`src/rtl/sprite_write_arbiter.sv`:
```
// rtl/sprite_write_arbiter.sv - two-port round-robin arbiter for the sprite-register write port
//
// Shares the sprite controller's single write port (MW/address/data) between
// port 0 (processor store path) and port 1 (UI sequencer). At most one write
// is granted per clock. The grant is registered, so the strobe, address, data
// and the winner's ack all appear one cycle after the request is sampled.
//
// Ports:
//   clk, rst                   clock; asynchronous active-high reset
//   req0_i/addr0_i/data0_i     port 0 request, address, data
//   ack0_o                     port 0 write accepted (one-cycle pulse)
//   req1_i/addr1_i/data1_i     port 1 request, address, data
//   ack1_o                     port 1 write accepted (one-cycle pulse)
//   v_en_i                     active-video flag (used only with the gate option)
//   MW_o/address_o/data_o      write strobe, address, data to sprite controller
//   wr_count_o                 free-running count of issued writes (wraps)
//
// Option macro SPRITE_VBLANK_GATE_EN: when defined, no grant is made while
// v_en_i=1; otherwise v_en_i is ignored.

module sprite_write_arbiter #(
   parameter int ADDR_W = 30,
   parameter int DATA_W = 32,
   parameter int CNT_W  = 16
) (
   input  logic              clk,
   input  logic              rst,
   input  logic              req0_i,
   input  logic [ADDR_W-1:0] addr0_i,
   input  logic [DATA_W-1:0] data0_i,
   output logic              ack0_o,
   input  logic              req1_i,
   input  logic [ADDR_W-1:0] addr1_i,
   input  logic [DATA_W-1:0] data1_i,
   output logic              ack1_o,
   input  logic              v_en_i,
   output logic              MW_o,
   output logic [ADDR_W-1:0] address_o,
   output logic [DATA_W-1:0] data_o,
   output logic [CNT_W-1:0]  wr_count_o
);

   // ptr: port preferred when both are eligible (0 or 1).
   logic ptr;
   // maskN is high in the cycle after port N was granted; the requester still
   // holds its request while it sees the ack, and the mask stops that held
   // request from winning a second time.
   logic mask0;
   logic mask1;
   logic gate_ok;
   logic elig0;
   logic elig1;
   logic gnt0;
   logic gnt1;

`ifdef SPRITE_VBLANK_GATE_EN
   // Grants are held off during active video; a write already registered
   // still completes because only the decision is gated.
   assign gate_ok = ~v_en_i;
`else
   logic unused_v_en;
   assign unused_v_en = v_en_i;
   assign gate_ok     = 1'b1;
`endif

   assign elig0 = req0_i & ~mask0 & gate_ok;
   assign elig1 = req1_i & ~mask1 & gate_ok;

   // A lone eligible port wins; on contention the pointer decides.
   assign gnt0 = elig0 & (~elig1 | ~ptr);
   assign gnt1 = elig1 & (~elig0 |  ptr);

   always_ff @(posedge clk or posedge rst) begin
      if (rst) begin
         ptr        <= 1'b0;
         mask0      <= 1'b0;
         mask1      <= 1'b0;
         MW_o       <= 1'b0;
         ack0_o     <= 1'b0;
         ack1_o     <= 1'b0;
         address_o  <= '0;
         data_o     <= '0;
         wr_count_o <= '0;
      end else begin
         MW_o       <= gnt0 | gnt1;
         ack0_o     <= gnt0;
         ack1_o     <= gnt1;
         mask0      <= gnt0;
         mask1      <= gnt1;
         wr_count_o <= wr_count_o + {{(CNT_W-1){1'b0}}, MW_o};
         if (gnt0) begin
            address_o <= addr0_i;
            data_o    <= data0_i;
            ptr       <= 1'b1;
         end else if (gnt1) begin
            address_o <= addr1_i;
            data_o    <= data1_i;
            ptr       <= 1'b0;
         end
      end
   end

endmodule
```
`config.mk`:
```
export PLATFORM = sky130hd
export DESIGN_NAME = sprite_write_arbiter
export DESIGN_NICKNAME = d
export VERILOG_FILES = /design/src/rtl/sprite_write_arbiter.sv
export SDC_FILE = /design/constraint.sdc
export NUM_CORES = 1
export LEC_CHECK = 0
export BUFFER_PORTS_ARGS = -buffer_cell sky130_fd_sc_hd__buf_2
export CELL_PAD_IN_SITES_DETAIL_PLACEMENT = 1
export CELL_PAD_IN_SITES_GLOBAL_PLACEMENT = 1
export CORE_MARGIN = 2
export CORE_UTILIZATION = 31
export CTS_BUF_LIST = sky130_fd_sc_hd__clkbuf_8
export DETAILED_ROUTE_END_ITERATION = 7
export PLACE_DENSITY = 0.84
export SYNTH_ARGS = -nofsm -noshare
export SYNTH_HDL_FRONTEND = slang
export SYNTH_SLANG_ARGS = --single-unit
```
`constraint.sdc`:
```
create_clock -name clk -period 3.1 [get_ports clk]
set_clock_uncertainty 0.2 [all_clocks]
set_input_delay 0.775 -clock clk [delete_from_list [all_inputs] [get_ports clk]]
set_output_delay 0.775 -clock clk [all_outputs]
set_load 0.03 [all_outputs]
```
## After elaboration in Yosys (flattened, before gate mapping)

Index checks and enable logic that the tools add are counted.

- Bits in registers: 82
- Input bits: 129
- Output and inout bits: 81
- Logic and storage cells: 27

- Add/subtract/negate cells: 1
- Mux-type cells: 6
- Bitwise operators: 12
- Reductions and logical operators: 1

Operator list:

| operator | number |
|---|---|
| 32-bit two-way mux | 2 |
| 30-bit two-way mux | 2 |
| 16-bit by 1-bit adder with 16-bit output | 1 |
| 1-bit inverter | 5 |
| 1-bit bitwise AND | 4 |
| 1-bit OR | 3 |
| 1-bit two-way mux | 2 |
| 2-bit nonzero test | 1 |

## Depth between registers and ports, before layout

Gate-level depths: netlist (run 1).

- Depth after elaboration: 7
- Depth in mapped cells: 5
- Mapped depth without buffers: 5

## Least setup slack after synthesis (run 1)

No wires, ideal clock.

- Path type: input -> register
- From: in req1_i
- To: reg address_o[0]
- Setup time: 126 ps
- Data arrival time: 1627 ps
- Data required time: 2774 ps
- Slack: 1147 ps
- Stages on the path: 5
- Buffers on the path: 2
- Path through: nor2b_4 > a21boi_2 > buf_2 > buf_2 > a221o_1

- Longest elaborated chain between the ends: 5
- Elaborated cells on any way between the ends: 7
- Those cells by class: 1 x mux; 5 x bitwise; 1 x reduce/logical

RTL lines:

| what | RTL line | text |
|---|---|---|
| start, declared | 32 | `input logic req1_i,` |
| 1-bit bitwise AND * | 67 | `assign elig1 = req1_i & ~mask1 & gate_ok;` |
| 1-bit inverter | 70 | `assign gnt0 = elig0 & (~elig1 \| ~ptr);` |
| 1-bit OR | 70 |  |
| 1-bit bitwise AND | 70 |  |
| 30-bit two-way mux / 2-bit nonzero test (equally long branches) | - |  |
| end signal, assigned | 92 | `address_o <= addr0_i;` |
| end signal, assigned | 96 | `address_o <= addr1_i;` |
| end, declared | 38 | `output logic [ADDR_W-1:0] address_o,` |

Every way passes the cells marked *; elsewhere a longest branch is shown, timed or not.
A chain may end at the register's enable or synchronous reset.

## Worst setup path after layout (run 1)

- From: in req1_i
- To: reg data_o[7]

- Longest elaborated chain between the ends: 5
- Elaborated cells on any way between the ends: 7
- Those cells by class: 1 x mux; 5 x bitwise; 1 x reduce/logical

RTL lines:

| what | RTL line | text |
|---|---|---|
| 1-bit bitwise AND * | 67 |  |
| 1-bit inverter | 70 |  |
| 1-bit OR | 70 |  |
| 1-bit bitwise AND | 70 |  |
| 32-bit two-way mux / 2-bit nonzero test (equally long branches) | - |  |
| end signal, assigned | 93 | `data_o <= data0_i;` |
| end signal, assigned | 97 | `data_o <= data1_i;` |
| end, declared | 39 | `output logic [DATA_W-1:0] data_o,` |

Marks and branches as above.

==> metrics.cfg, run 1 <==
[synthesis]
synthCells = 285
syn-num-nets = 417
synth_area_leaders = dfrtp_1 (54%), a221o_1 (16%), nor3b_1 (12%)
synth_ff_type = dfrtp_1
synth.largest_area_cell = dfrtp_1
ys_seq_elements = 82
syn_area_mm2 = 0.003785
avgSynthCellArea_um2 = 13.28
ys_seq_area_frac = 0.5421
synth_top_area_share = 0.5421
synth-edff-count = 0
yosys_warnings = 0
async_flop_share = 1.000
ys_types = 23

[finish]
n_antenna_cell = 0
area_growth_pct = 33.72
layout.nets = 617
final_layout_size_suffix_gt1_frac = 0.4898
final_cell_mix = buf_2 (208), dfrtp_1 (82), nor3b_1 (62), a221o_1 (62), xor2_1 (11)
fin_area_mm2 = 0.005061
final_common_cell = buf_2
post-route-util = 0.4231
stdcell_count = 637

[timing]
fin_crit_ps = 2110
drv_slew = 0
hold_viol = 0
setup_viol = 0
worst_slew_pin_slew_ps = 636.6
tns_ps = 0
slew-limit-headroom = 0.5756
rsz0062_at_grt = no
post-route-period-util = 0.6806
fmax_ghz = 0.4740

[placement]
dpl.hpwl_um = 8448
portBuffers = 208
postPlaceCellArea_mm2 = 0.004875
place.gp.congestion = 0.7656
place_inst = 621

[power]
power.density_mw_per_mm2 = 700.5
p_leak_nw = 2.510
vdd_drop_max_uv = 233.7

[clock_network]
root_buffer = clkbuf_8
cts-resized-gates = 0
holdBufCountCts = 0
clockBufferDepth = 2
cts_tree = done
cts.sinks = 82
insertion_delay_ps = 360
post-cts-setup-buffer-count = 0
cts_buffers = 9
htreeDepth = 3
clk_pin_slew_ps = 80

[min_path]
hp-class = in -> async

[setup_path]
critPathLaunch = req1_i
timing.rr.end = data_o[7]
critPathKind = in -> reg
rr_startpoint = mask1
critical_path_required_ps = 3190
path_max_fanout = 19
cpMaxStageDelayCell = a21boi_4
critPathMaxStageDelay_ps = 470
r2r_setup_slack_ps = 1070
reg2reg_depth = 4
crit_chain = buf_2 -> nor2b_4 -> a21boi_4 -> buf_4 -> a221o_1
cp-start-kind = primary input
end_kind = register
cp_num_buf_inv = 2
crit_family = compound AO/OA/AOI/OAI gates
cp.arrival_ps = 2200

[floorplan]
die_area_mm2 = 0.01311
core_mm2 = 0.01196
die_h_um = 114.5
io_pins = 210
rows = 40
die_w_um = 114.5
initial_core_util = 0.3164

[global_routing]
grt_usage = 0.1775
grt_pass1_wl_um = 18150
antenna_found_initial = 0
grt_max_degree = 64
grt.overflow.total = 0
grt_pass1_vias = 3585

[job]
cap_violations = 0

[routing]
antenna_left = 0
drc = 0
drt_wl_total_um = 11530
viasPerCell = 5.176
post_drt_wl_per_cell_um = 18.10
first_pass_iters = 4
vias = 3297
first_iter_violations = 156

[status]
outcome = finished clean

## flip-flops by register name, summed over array words and instances, names as in the netlist
name,cells
mask1,1
data_o,32
mask0,1
wr_count_o,16
address_o,30
MW_o,1
ptr,1
## worst reg2reg max path, stage by stage (launching register included)
cell and delay, ps:
dfrtp_1 410, nor2b_4 340, a21boi_4 470, buf_4 340, a221o_1 190
## layout make-up
type                       count  area (um2)
clock buffer                   9       123.9
clock inverter                 7       62.56
fill                        1370        6900
inverter                       3       12.51
multi-input combinational    173        1488
sequential                    82        2052
tap                          147       183.9
timing repair buffer         216        1139
## Yosys cell counts (2+ instances only)
| cell type | count |
|---|---|
| dlymetal6s2s_1 | 6 |
| nor3_1 | 3 |
| a221o_1 | 62 |
| buf_8 | 6 |
| inv_1 | 3 |
| xor2_1 | 11 |
| xnor2_1 | 3 |
| nor3b_1 | 62 |
| nand3_1 | 6 |
| nor4_2 | 4 |
| nand2_1 | 5 |
| buf_2 | 14 |
| nand4_1 | 2 |
| nor2_1 | 6 |
| ha_1 | 3 |
| dfrtp_1 | 82 |
## worst max-delay path by stage
stage	to	slack, ps	cells after the start
6_report	data_o[7]	990	5
2_1_floorplan	MW_o	20	1
4_1_cts	wr_count_o[3]	980	1
3_3_place_gp	data_o[8]	660	5
5_1_grt	data_o[8]	840	5
3_5_place_dp	data_o[8]	600	5
## cells by family after synthesis
family          Yosys count  share of synthesized area
compound gates           64                     0.1719
xor+xnor                 14                    0.03240
fa+ha+maj                 3                   0.009918
buf+inv                  30                    0.06810
flops                    82                     0.5421
simple gates             92                     0.1755
## routing by layer
layer | up-vias | part of all wire | GRT usage
met4 | 0 | 0.019 | 0.06341
met3 | 16 | 0.070 | 0.05400
li1 | 1510 | - | -
met5 | - | 0 | 0
met1 | 1635 | 0.40 | 0.2095
met2 | 136 | 0.51 | 0.3049
## through the flow
stage	worst slack, ps	hold WS [ps]	power (mW)
final	990.1	258.8	3.545
after global routing	844.7	285.3	3.745
after detailed placement	603.9	283.0	2.820
after CTS	984.4	259.9	3.601
after global placement	659.1	258.4	2.766
after floorplan	16.56	343.5	2.376
## report_power, final
group	switching, mW	internal (mW)
Combinational	0.850	0.480
Clock	0.392	0.364
Sequential	0.169	1.29
Total	1.41	2.14
Note: power is estimated with default switching activity, not from simulation.
==> run 2, diff against run 1 <==
--- a/config.mk
+++ b/config.mk
@@ -9,10 +9,10 @@
 export CELL_PAD_IN_SITES_DETAIL_PLACEMENT = 1
 export CELL_PAD_IN_SITES_GLOBAL_PLACEMENT = 1
 export CORE_MARGIN = 2
-export CORE_UTILIZATION = 31
+export CORE_UTILIZATION = 35
 export CTS_BUF_LIST = sky130_fd_sc_hd__clkbuf_8
 export DETAILED_ROUTE_END_ITERATION = 7
-export PLACE_DENSITY = 0.84
+export PLACE_DENSITY = 0.89
 export SYNTH_ARGS = -nofsm -noshare
 export SYNTH_HDL_FRONTEND = slang
 export SYNTH_SLANG_ARGS = --single-unit
==> constraint.sdc (replaced) <==
create_clock -name clk -period 2.05 [get_ports clk]
set_clock_uncertainty 0.2 [all_clocks]
set_input_delay 0.5125 -clock clk [delete_from_list [all_inputs] [get_ports clk]]
set_output_delay 0.5125 -clock clk [all_outputs]
set_load 0.03 [all_outputs]
==> run 2 against run 1 <==
  * Die area shrank 11%
  * Cell count down 1.3%
  * Total power increased by 49%
  * Register-to-register slack got worse by 780 ps
  * Critical path depth shrank 4
  * Routed wire length increased by 0.37%
  * Count of clock-buffer cells in the layout increased by 1
  * Largest cell class unchanged
  * Non-clock buffer count is 3 higher
==> metrics.cfg, run 2 (synthesis gave the netlist of run 1 again) <==
[job]
cap_violations = 0

[placement]
place.gp.congestion = 0.8151
dpl.hpwl_um = 8513
portBuffers = 208
place_inst = 613
post-place-ws_ps = 191.5

[finish]
final_common_cell = buf_2
nFillCells = 1203
final_cell_mix = buf_2 (208), dfrtp_1 (82), nor3b_1 (62), a221o_1 (62), xor2_1 (11)
final_layout_size_suffix_gt1_frac = 0.4929
register_area_mm2 = 0.002052
area_growth_pct = 34.31
regMostFlops = data_o
largest_reg_flops = 32
stdcell_count = 629
largestRegisters = data_o x32, address_o x30, wr_count_o x16
n_antenna_cell = 0
layout.nets = 620
post-route-util = 0.4880
multi_input_area_mm2 = 0.001488

[timing]
fmax_ghz = 0.5466
slew-limit-headroom = 0.7037
worst_slew_pin_slew_ps = 444.4
post-route-period-util = 0.8924
tns_ps = 0
drv_slew = 0
rsz0062_at_grt = no
setup_viol = 0
fin_crit_ps = 1830
setup_ws_ps = 220.5
hold_viol = 0
whs_ps = 75.20

[power]
power.density_mw_per_mm2 = 1041
p_int_mw = 3.161
clkPwrFrac = 0.197
p_leak_nw = 2.518
switching_power_mw = 2.131
power_frac_seq = 0.420
p_comb_frac = 0.383
vdd_drop_max_uv = 403.6
switching_share = 0.4027

[global_routing]
antenna_found_initial = 1
grt_pass1_vias = 3587
grt.overflow.total = 0
grt_usage = 0.1997
grt_max_degree = 83
grt_pass1_wl_um = 18270

[routing]
post_drt_wl_per_cell_um = 18.40
first_iter_violations = 154
drt_wl_total_um = 11570
antenna_left = 0
vias = 3327
first_pass_iters = 4
viasPerCell = 5.289
drc = 0

[clock_network]
clk_pin_slew_ps = 80
holdBufCountCts = 0
htreeDepth = 3
post-cts-setup-buffer-count = 0
cts-resized-gates = 0
cts_buffers = 9
cts.sinks = 82
cts_tree = done
insertion_delay_ps = 340
root_buffer = clkbuf_8
clockBufferDepth = 2

[setup_path]
timing.rr.end = wr_count_o[12]
critPathMaxStageDelay_ps = 510
cpMaxStageDelayCell = dfrtp_1
crit_cells = 1
cp_num_buf_inv = 1
r2r_setup_slack_ps = 290
cp-start-kind = register
crit_family = flip-flops
critPathKind = reg -> out
reg2reg_depth = 5
critical_path_required_ps = 1340
cp-endpoint = wr_count_o[3]
cp.arrival_ps = 1120
path_max_fanout = 6
crit_chain = buf_2
end_kind = output pin
critPathLaunch = wr_count_o[3]
rr_startpoint = MW_o

[floorplan]
die_area_mm2 = 0.01166
core_mm2 = 0.01042
die_w_um = 108.0
io_pins = 210
rows = 37
die_h_um = 108.0
initial_core_util = 0.3634

[status]
outcome = finished clean

[min_path]
hp-class = in -> async

-- run 2: changes by cell type in the layout (fill, tap and decap cells not counted) --
cell        before  now
clkinv_2         3    1
clkinvlp_4       2    4
buf_4            5    6
clkbuf_8         9   10
bufinv_16        1    0
buf_12           3    5
-- run 2: per-stage QoR --
step                      power, mW  area, um2
after floorplan               3.594       3789
final                         5.292       5084
after global routing          5.575       5084
after CTS                     5.362       5084
after global placement        4.206       4911
after detailed placement      4.292       4911
-- run 2: cell type report --
type	instances	area share
Sequential cell	82	0.4036
Multi-Input combinational cell	173	0.2926
Timing Repair Buffer	219	0.2333
Tap cell	136	0.03347
Clock buffer	10	0.02707
Clock inverter	6	0.006891
Inverter	3	0.002953
-- run 2: worst min-delay path by stage --
stage                        start              to  slack (ps)  depth (start not counted)
floorplan                      ptr             ptr         340                          2
global placement    wr_count_o[15]  wr_count_o[15]         250                          1
detailed placement  wr_count_o[15]  wr_count_o[15]         270                          1
CTS                            rst   address_o[22]         100                          3
global route                   rst   address_o[14]         120                          3
finish                         rst   address_o[14]          80                          3
-- run 2: routing by layer --
layer  up-vias  wire, um  share of wire  GRT usage
met5         -         0              0          0
met4         0       204          0.018    0.07234
met3        16       747          0.065    0.04099
met2       139      6133           0.53     0.3571
met1      1657      4487           0.39     0.2369
li1       1515         -              -          -
-- run 2: power by group through the flow --
| stage | Sequential [mW] | Clock, mW | Combinational [mW] |
|---|---|---|---|
| after global placement | 2.22 | 0 | 1.99 |
| after global routing | 2.27 | 1.15 | 2.16 |
| after CTS | 2.22 | 1.09 | 2.05 |
| after detailed placement | 2.24 | 0 | 2.05 |
| after floorplan | 2.88 | 0 | 0.718 |
| final | 2.22 | 1.04 | 2.03 |
